[config.mk]
export PLATFORM = sky130hd
export DESIGN_NAME = shift_reg_serial_ctrl
export DESIGN_NICKNAME = d
export VERILOG_FILES = /design/src/rtl/shift_ctrl_pkg.sv /design/src/rtl/bit_tick_gen.sv /design/src/rtl/shift_reg_serial_ctrl.sv
export SDC_FILE = /design/constraint.sdc
export NUM_CORES = 1
export LEC_CHECK = 0
export BUFFER_PORTS_ARGS = -buffer_cell sky130_fd_sc_hd__buf_2
export CAP_MARGIN = 0
export CORE_MARGIN = 4
export CORE_UTILIZATION = 47
export CTS_BUF_LIST = sky130_fd_sc_hd__clkbuf_4
export DETAILED_ROUTE_END_ITERATION = 16
export HOLD_SLACK_MARGIN = 0.12
export MAX_ROUTING_LAYER = met4
export PLACE_DENSITY = 0.77
export SLEW_MARGIN = 20
export SYNTH_ARGS = -nofsm -noshare
export SYNTH_HDL_FRONTEND = slang
export SYNTH_SLANG_ARGS = --single-unit
[constraint.sdc]
create_clock -name clk -period 1.7 [get_ports clk]
set_input_delay 0.085 -clock clk [delete_from_list [all_inputs] [get_ports clk]]
set_output_delay 0.085 -clock clk [all_outputs]
set_load 0.02 [all_outputs]
[src/rtl/shift_ctrl_pkg.sv]
// Shared encodings for the shift-register sequencer: command opcodes, FSM states and register width.
package shift_ctrl_pkg;

    localparam int DATA_W = 8;

    typedef enum logic [1:0] {
        OP_EXCHANGE = 2'b00,
        OP_ROTATE   = 2'b01,
        OP_READ     = 2'b10,
        OP_CLEAR    = 2'b11
    } op_e;

    typedef enum logic [2:0] {
        IDLE,
        LOAD,
        SHIFT,
        ROT,
        DONE
    } state_e;

    localparam logic [3:0] LAST_BIT = 4'(DATA_W - 1);

endpackage

[src/rtl/bit_tick_gen.sv]
// Serial bit-period divider: while enabled, emits a 1-cycle tick every CLK_DIV clocks.
module bit_tick_gen #(
    parameter int CLK_DIV = 4
) (
    input  logic clk,
    input  logic reset,
    input  logic enable,
    input  logic clear,
    output logic tick
);

    localparam int DIV_W = $clog2(CLK_DIV) + 1;
    localparam logic [DIV_W-1:0] DIV_LAST = DIV_W'(CLK_DIV - 1);

    logic [DIV_W-1:0] div;

    assign tick = enable && (div == DIV_LAST);

    always_ff @(posedge clk) begin
        if (reset || clear) begin
            div <= '0;
        end else if (enable) begin
            div <= tick ? '0 : div + DIV_W'(1);
        end
    end

endmodule

[src/rtl/shift_reg_serial_ctrl.sv]
// Command sequencer for the PISO/PIPO register: exchange, rotate, read and clear, with a response handshake.
module shift_reg_serial_ctrl
    import shift_ctrl_pkg::*;
#(
    parameter int CLK_DIV = 4
) (
    input  logic              clk,
    input  logic              reset,
    input  logic              cmd_valid,
    output logic              cmd_ready,
    input  logic [1:0]        cmd_op,
    input  logic [DATA_W-1:0] cmd_data,
    input  logic [2:0]        cmd_amt,
    output logic              rsp_valid,
    input  logic              rsp_ready,
    output logic [DATA_W-1:0] rsp_data,
    input  logic              ser_in,
    output logic              ser_out,
    output logic              bit_strobe,
    output logic              busy,
    output logic              sr_sw,
    output logic              sr_ps,
    output logic              sr_sin,
    output logic [DATA_W-1:0] sr_pin,
    input  logic              sr_sout,
    input  logic [DATA_W-1:0] sr_pout
);

    state_e            state;
    op_e               op_q;
    logic [DATA_W-1:0] load_q;
    logic [2:0]        amt_q;
    logic [2:0]        rot_cnt;
    logic [3:0]        bit_cnt;
    logic              tick;
    logic              accept;

    assign accept = cmd_valid && cmd_ready;

    bit_tick_gen #(.CLK_DIV(CLK_DIV)) u_tick (
        .clk    (clk),
        .reset  (reset),
        .enable (state == SHIFT),
        .clear  (state == LOAD),
        .tick   (tick)
    );

    always_ff @(posedge clk) begin
        if (reset) begin
            state     <= IDLE;
            op_q      <= OP_READ;
            load_q    <= '0;
            amt_q     <= '0;
            rot_cnt   <= '0;
            bit_cnt   <= '0;
            cmd_ready <= 1'b1;
            busy      <= 1'b0;
            rsp_valid <= 1'b0;
        end else begin
            case (state)
                IDLE: begin
                    if (accept) begin
                        op_q      <= op_e'(cmd_op);
                        load_q    <= (op_e'(cmd_op) == OP_CLEAR) ? '0 : cmd_data;
                        amt_q     <= cmd_amt;
                        rot_cnt   <= '0;
                        bit_cnt   <= '0;
                        cmd_ready <= 1'b0;
                        busy      <= 1'b1;
                        case (op_e'(cmd_op))
                            OP_EXCHANGE, OP_CLEAR: state <= LOAD;
                            OP_ROTATE: begin
                                if (cmd_amt != 3'd0) begin
                                    state <= ROT;
                                end else begin
                                    state     <= DONE;
                                    rsp_valid <= 1'b1;
                                end
                            end
                            default: begin
                                state     <= DONE;
                                rsp_valid <= 1'b1;
                            end
                        endcase
                    end
                end
                LOAD: begin
                    if (op_q == OP_CLEAR) begin
                        state     <= DONE;
                        rsp_valid <= 1'b1;
                    end else begin
                        state <= SHIFT;
                    end
                end
                SHIFT: begin
                    if (tick) begin
                        bit_cnt <= bit_cnt + 4'd1;
                        if (bit_cnt == LAST_BIT) begin
                            state     <= DONE;
                            rsp_valid <= 1'b1;
                        end
                    end
                end
                ROT: begin
                    if (rot_cnt == amt_q - 3'd1) begin
                        state     <= DONE;
                        rsp_valid <= 1'b1;
                    end else begin
                        rot_cnt <= rot_cnt + 3'd1;
                    end
                end
                DONE: begin
                    if (rsp_ready) begin
                        state     <= IDLE;
                        rsp_valid <= 1'b0;
                        cmd_ready <= 1'b1;
                        busy      <= 1'b0;
                    end
                end
                default: state <= IDLE;
            endcase
        end
    end

    // The register has no enable, so every cycle that is not an operation reloads its own value.
    // NOTE: every always_comb output gets a default first so no path can infer a latch.
    always_comb begin
        sr_sw  = 1'b0;
        sr_ps  = 1'b1;
        sr_pin = sr_pout;
        case (state)
            LOAD:    sr_pin = load_q;
            SHIFT:   if (tick) sr_ps = 1'b0;
            ROT:     sr_sw = 1'b1;
            default: ;
        endcase
    end

    assign sr_sin     = ser_in;
    assign ser_out    = sr_sout;
    assign bit_strobe = (state == SHIFT) && tick;

    // The register is held throughout DONE, so its output is exactly the completion word.
    assign rsp_data = rsp_valid ? sr_pout : '0;

endmodule

==> run summary <==
Pwr dens - 1370 nW/um2
DR vias - 1,646
N_diodes - 0
GR Util met3 - 3.88%
Crit path DAT - 1.59 ns
Post-synth cell types - 40
Final setup fails - 0
Buffers on Ports - 46
Worst EP required - 1.62 ns
Synth Instances - 193
Synth Area per Inst - 8.34 um2
Slew headroom - 73.0%
Fmax - 599 MHz
Full die area - 4430 um2
Largest net degree at the start of global routing - 14
Post-synthesis sequential area ratio - 36.1%
Clock buffer depth - 2
Crit path cell chain - nor3b_4 -> buf_6 -> mux2_4 -> buf_6
Drt total wl - 4.52 mm
CTS Root Cell - clkbuf_4
Row cnt - 20
Dpl cells - 282
Post-Synth Simple-Gate Area - 25.3%
Number of synthesized flops with an enable pin - 0
Residual DRC - 0
# H-tree levels - 2
Setup slack at placement - 0.0741 ns
Slew @ Worst Pin - 0.404 ns
GRT met2 Usage - 33.0%
GPL Wtd Cong - 0.874
Yosys warning total - 0
Compound-Gate Fraction of Synth Area - 17.8%
CP top delay family - flip-flops
Clock Sinks - 29
Vias in the first global route - 1,551
Area contributors post-synth - dfxtp_1 36%, a21oi_1 6.8%, mux2_2 5.6%
Area post-placement - 1900 um2
# fillers - 262
Die Span X - 66.5 um
DR vias/cell - 5.31
Critical path peak fanout - 7
Final Hold Vio Count - 0
Type of origin of the critical path - register
Core Region - 3150 um2
Ys async rst share - 0%
Area leader, netlist - dfxtp_1
Mux contribution to synthesized area - 5.59%
Yosys top cell area share - 36.1%
Leak - 1.02 nW
Synthesized cell area - 1610 um2
Max-cap violations - 0
Detailed placement HPWL - 2.98 mm
Critical Path End Type - output port
Area growth, synth to finish - 41.3%
Largest stage delay on the critical path - 0.39 ns
RSZ-0062 raised after global routing - true
Antenna Nets Post-Route - 0
Antenna violations before repair - 0
Design area - 2270 um2
First-pass GRT wire length - 6.94 mm
Layout cells sized above 1 - 33.8%
Crit-path slowest cell - dfxtp_4
TritonCTS clock tree - done
Adder-Cell Fraction of Synth Area - 5.44%
Yosys reg bits - 29
Global routing's busiest layer - met2
GRT Residual Overflow - 0
Violation count after the first detailed-route iteration - 125
Mapped Nets - 227
Largest family of logic cells by synthesized area - simple AND/OR/NAND/NOR gates
Worst-path clk slew - 0.10 ns
Total I/O pin count - 51
XOR/XNOR Fraction of Synth Area - 3.03%
Setup Skew - 0.0139 ns
DRT Pass-1 Iters - 5
VDD IR max - 0.827 mV
Worst-Skew Late Latency - 0.33 ns
Fin nets - 299
Total GRT Usage - 20.9%
Setup WS post-layout - 0.0293 ns
Critical path type - reg2out
Hold WC Path Type - in2reg
Overall die height - 66.5 um
Status - finished, final reports clean
Starting Density - 51.1%
Fin crit share - 98.3%
Post-route setup TNS - 0 ns
Top_reg_cell synth - dfxtp_1
Wirelength per Cell - 14.6 um
Met1 Track Usage GR - 26.4%
Final cell count without fillers - 310
CTS Buf Count - 5
Crit path buf inv count - 2
Final slew viol count - 0
Most frequent CP cell - buf_6
Crit path time final - 1.67 ns
cells by family after synthesis:
group                      count (synthesis)
buffers and inverters                     22
muxes                                      8
adders and majority gates                  7
AOI/OAI and AO/OA                         47
and+or+nand+nor                           76
DFF                                       29
xor gates and xnor gates                   4
worst register-to-register path: stages (launching register included):
cell and delay (ns):
dfxtp_2 0.33, inv_1 0.04, ha_1 0.29, xor2_1 0.16
a31o_1 0.27, or3_4 0.34, a21oi_2 0.13
area by class of cell:
class | count | area (um2) | share of cell area [%]
Timing Repair Buffer | 76 | 538 | 23.7
Multi-Input combinational cell | 142 | 967 | 42.5
Clock inverter | 2 | 33.8 | 1.49
Tap cell | 44 | 55.1 | 2.42
Sequential cell | 29 | 594 | 26.1
Inverter | 11 | 41.3 | 1.82
Clock buffer | 6 | 45.0 | 1.98
layout by cell type (no fill, tap or decap), types with 3 or more instances in the layout:
cell type / synthesis / layout
o211ai_1: 3 / 3
nor3_1: 5 / 5
clkbuf_4: 0 / 6
a21oi_1: 22 / 22
nand3_1: 5 / 5
mux2_4: 0 / 7
buf_6: 2 / 8
buf_4: 2 / 15
dfxtp_4: 0 / 3
a31oi_1: 4 / 4
nor2_1: 10 / 9
nand2_1: 22 / 22
nand3b_1: 10 / 10
ha_1: 7 / 7
o21ai_0: 6 / 6
inv_1: 11 / 11
dlygate4sd3_1: 0 / 14
and2_1: 9 / 9
or3_1: 5 / 4
dfxtp_1: 29 / 24
buf_2: 3 / 39
timing repair:
action / 4_1_cts / 5_1_grt
resized for setup: 11 / 24
endpoints found under the hold margin: 18 / 0
setup endpoints to repair: 10 / 13
pin swaps: 1 / 4
setup buffers: 3 / 3
hold buffers: 14 / 0
path summary, 6_finish.rpt:
check | slack, ns | endpoint | start | cells after the start
setup / recovery | 0.03 | sr_pin[5] | state[1] | 4
hold / removal | 0.15 | cmd_ready | rsp_ready | 3
setup reg to reg | 0.07 | rot_cnt[2] | amt_q[1] | 6
hold reg to reg | 0.45 | u_tick.div[2] | u_tick.div[2] | 2
report_power, final:
| part | total [W] | internal, W | switching, W |
|---|---|---|---|
| clock | 0.000559 | 0.000322 | 0.000237 |
| combinational | 0.00157 | 0.000722 | 0.000845 |
| sequential | 0.000998 | 0.000837 | 0.000161 |
registers in the layout, summed over array words and instances, names as in the netlist:
signal / flops
bit_cnt: 4
u_tick.div: 3
busy: 1
rot_cnt: 3
cmd_ready: 1
amt_q: 3
rsp_valid: 1
state: 3
load_q: 8
op_q: 2
metrics by stage:
stage,util (%),total power (W),hold slack [ns]
after floorplan,-,0.00189,0.221
after global placement,60.3,0.00226,0.170
after detailed placement,60.3,0.00228,0.170
after CTS,69.0,0.00297,0.130
after global routing,72.1,0.00332,0.148
final,72.1,0.00312,0.155
synth_stat cells, types with 3 or more instances:
library cell / number
a21oi_1: 22
o21ai_0: 6
nor2_1: 10
ha_1: 7
buf_2: 3
dfxtp_1: 29
o211ai_1: 3
inv_1: 11
nor3_1: 5
mux2_2: 8
a31oi_1: 4
and2_1: 9
nand3b_1: 10
nand3_1: 5
clkbuf_1: 3
nand2_1: 22
or3_1: 5
routing by layer:
| metal | share of wire [%] | wire length [um] |
|---|---|---|
| met1 | 43 | 1960 |
| met2 | 50 | 2270 |
| met3 | 4.5 | 203 |
| met4 | 2.1 | 93 |
| met5 | 0 | 0 |
Power figures use the tool's default switching activity.
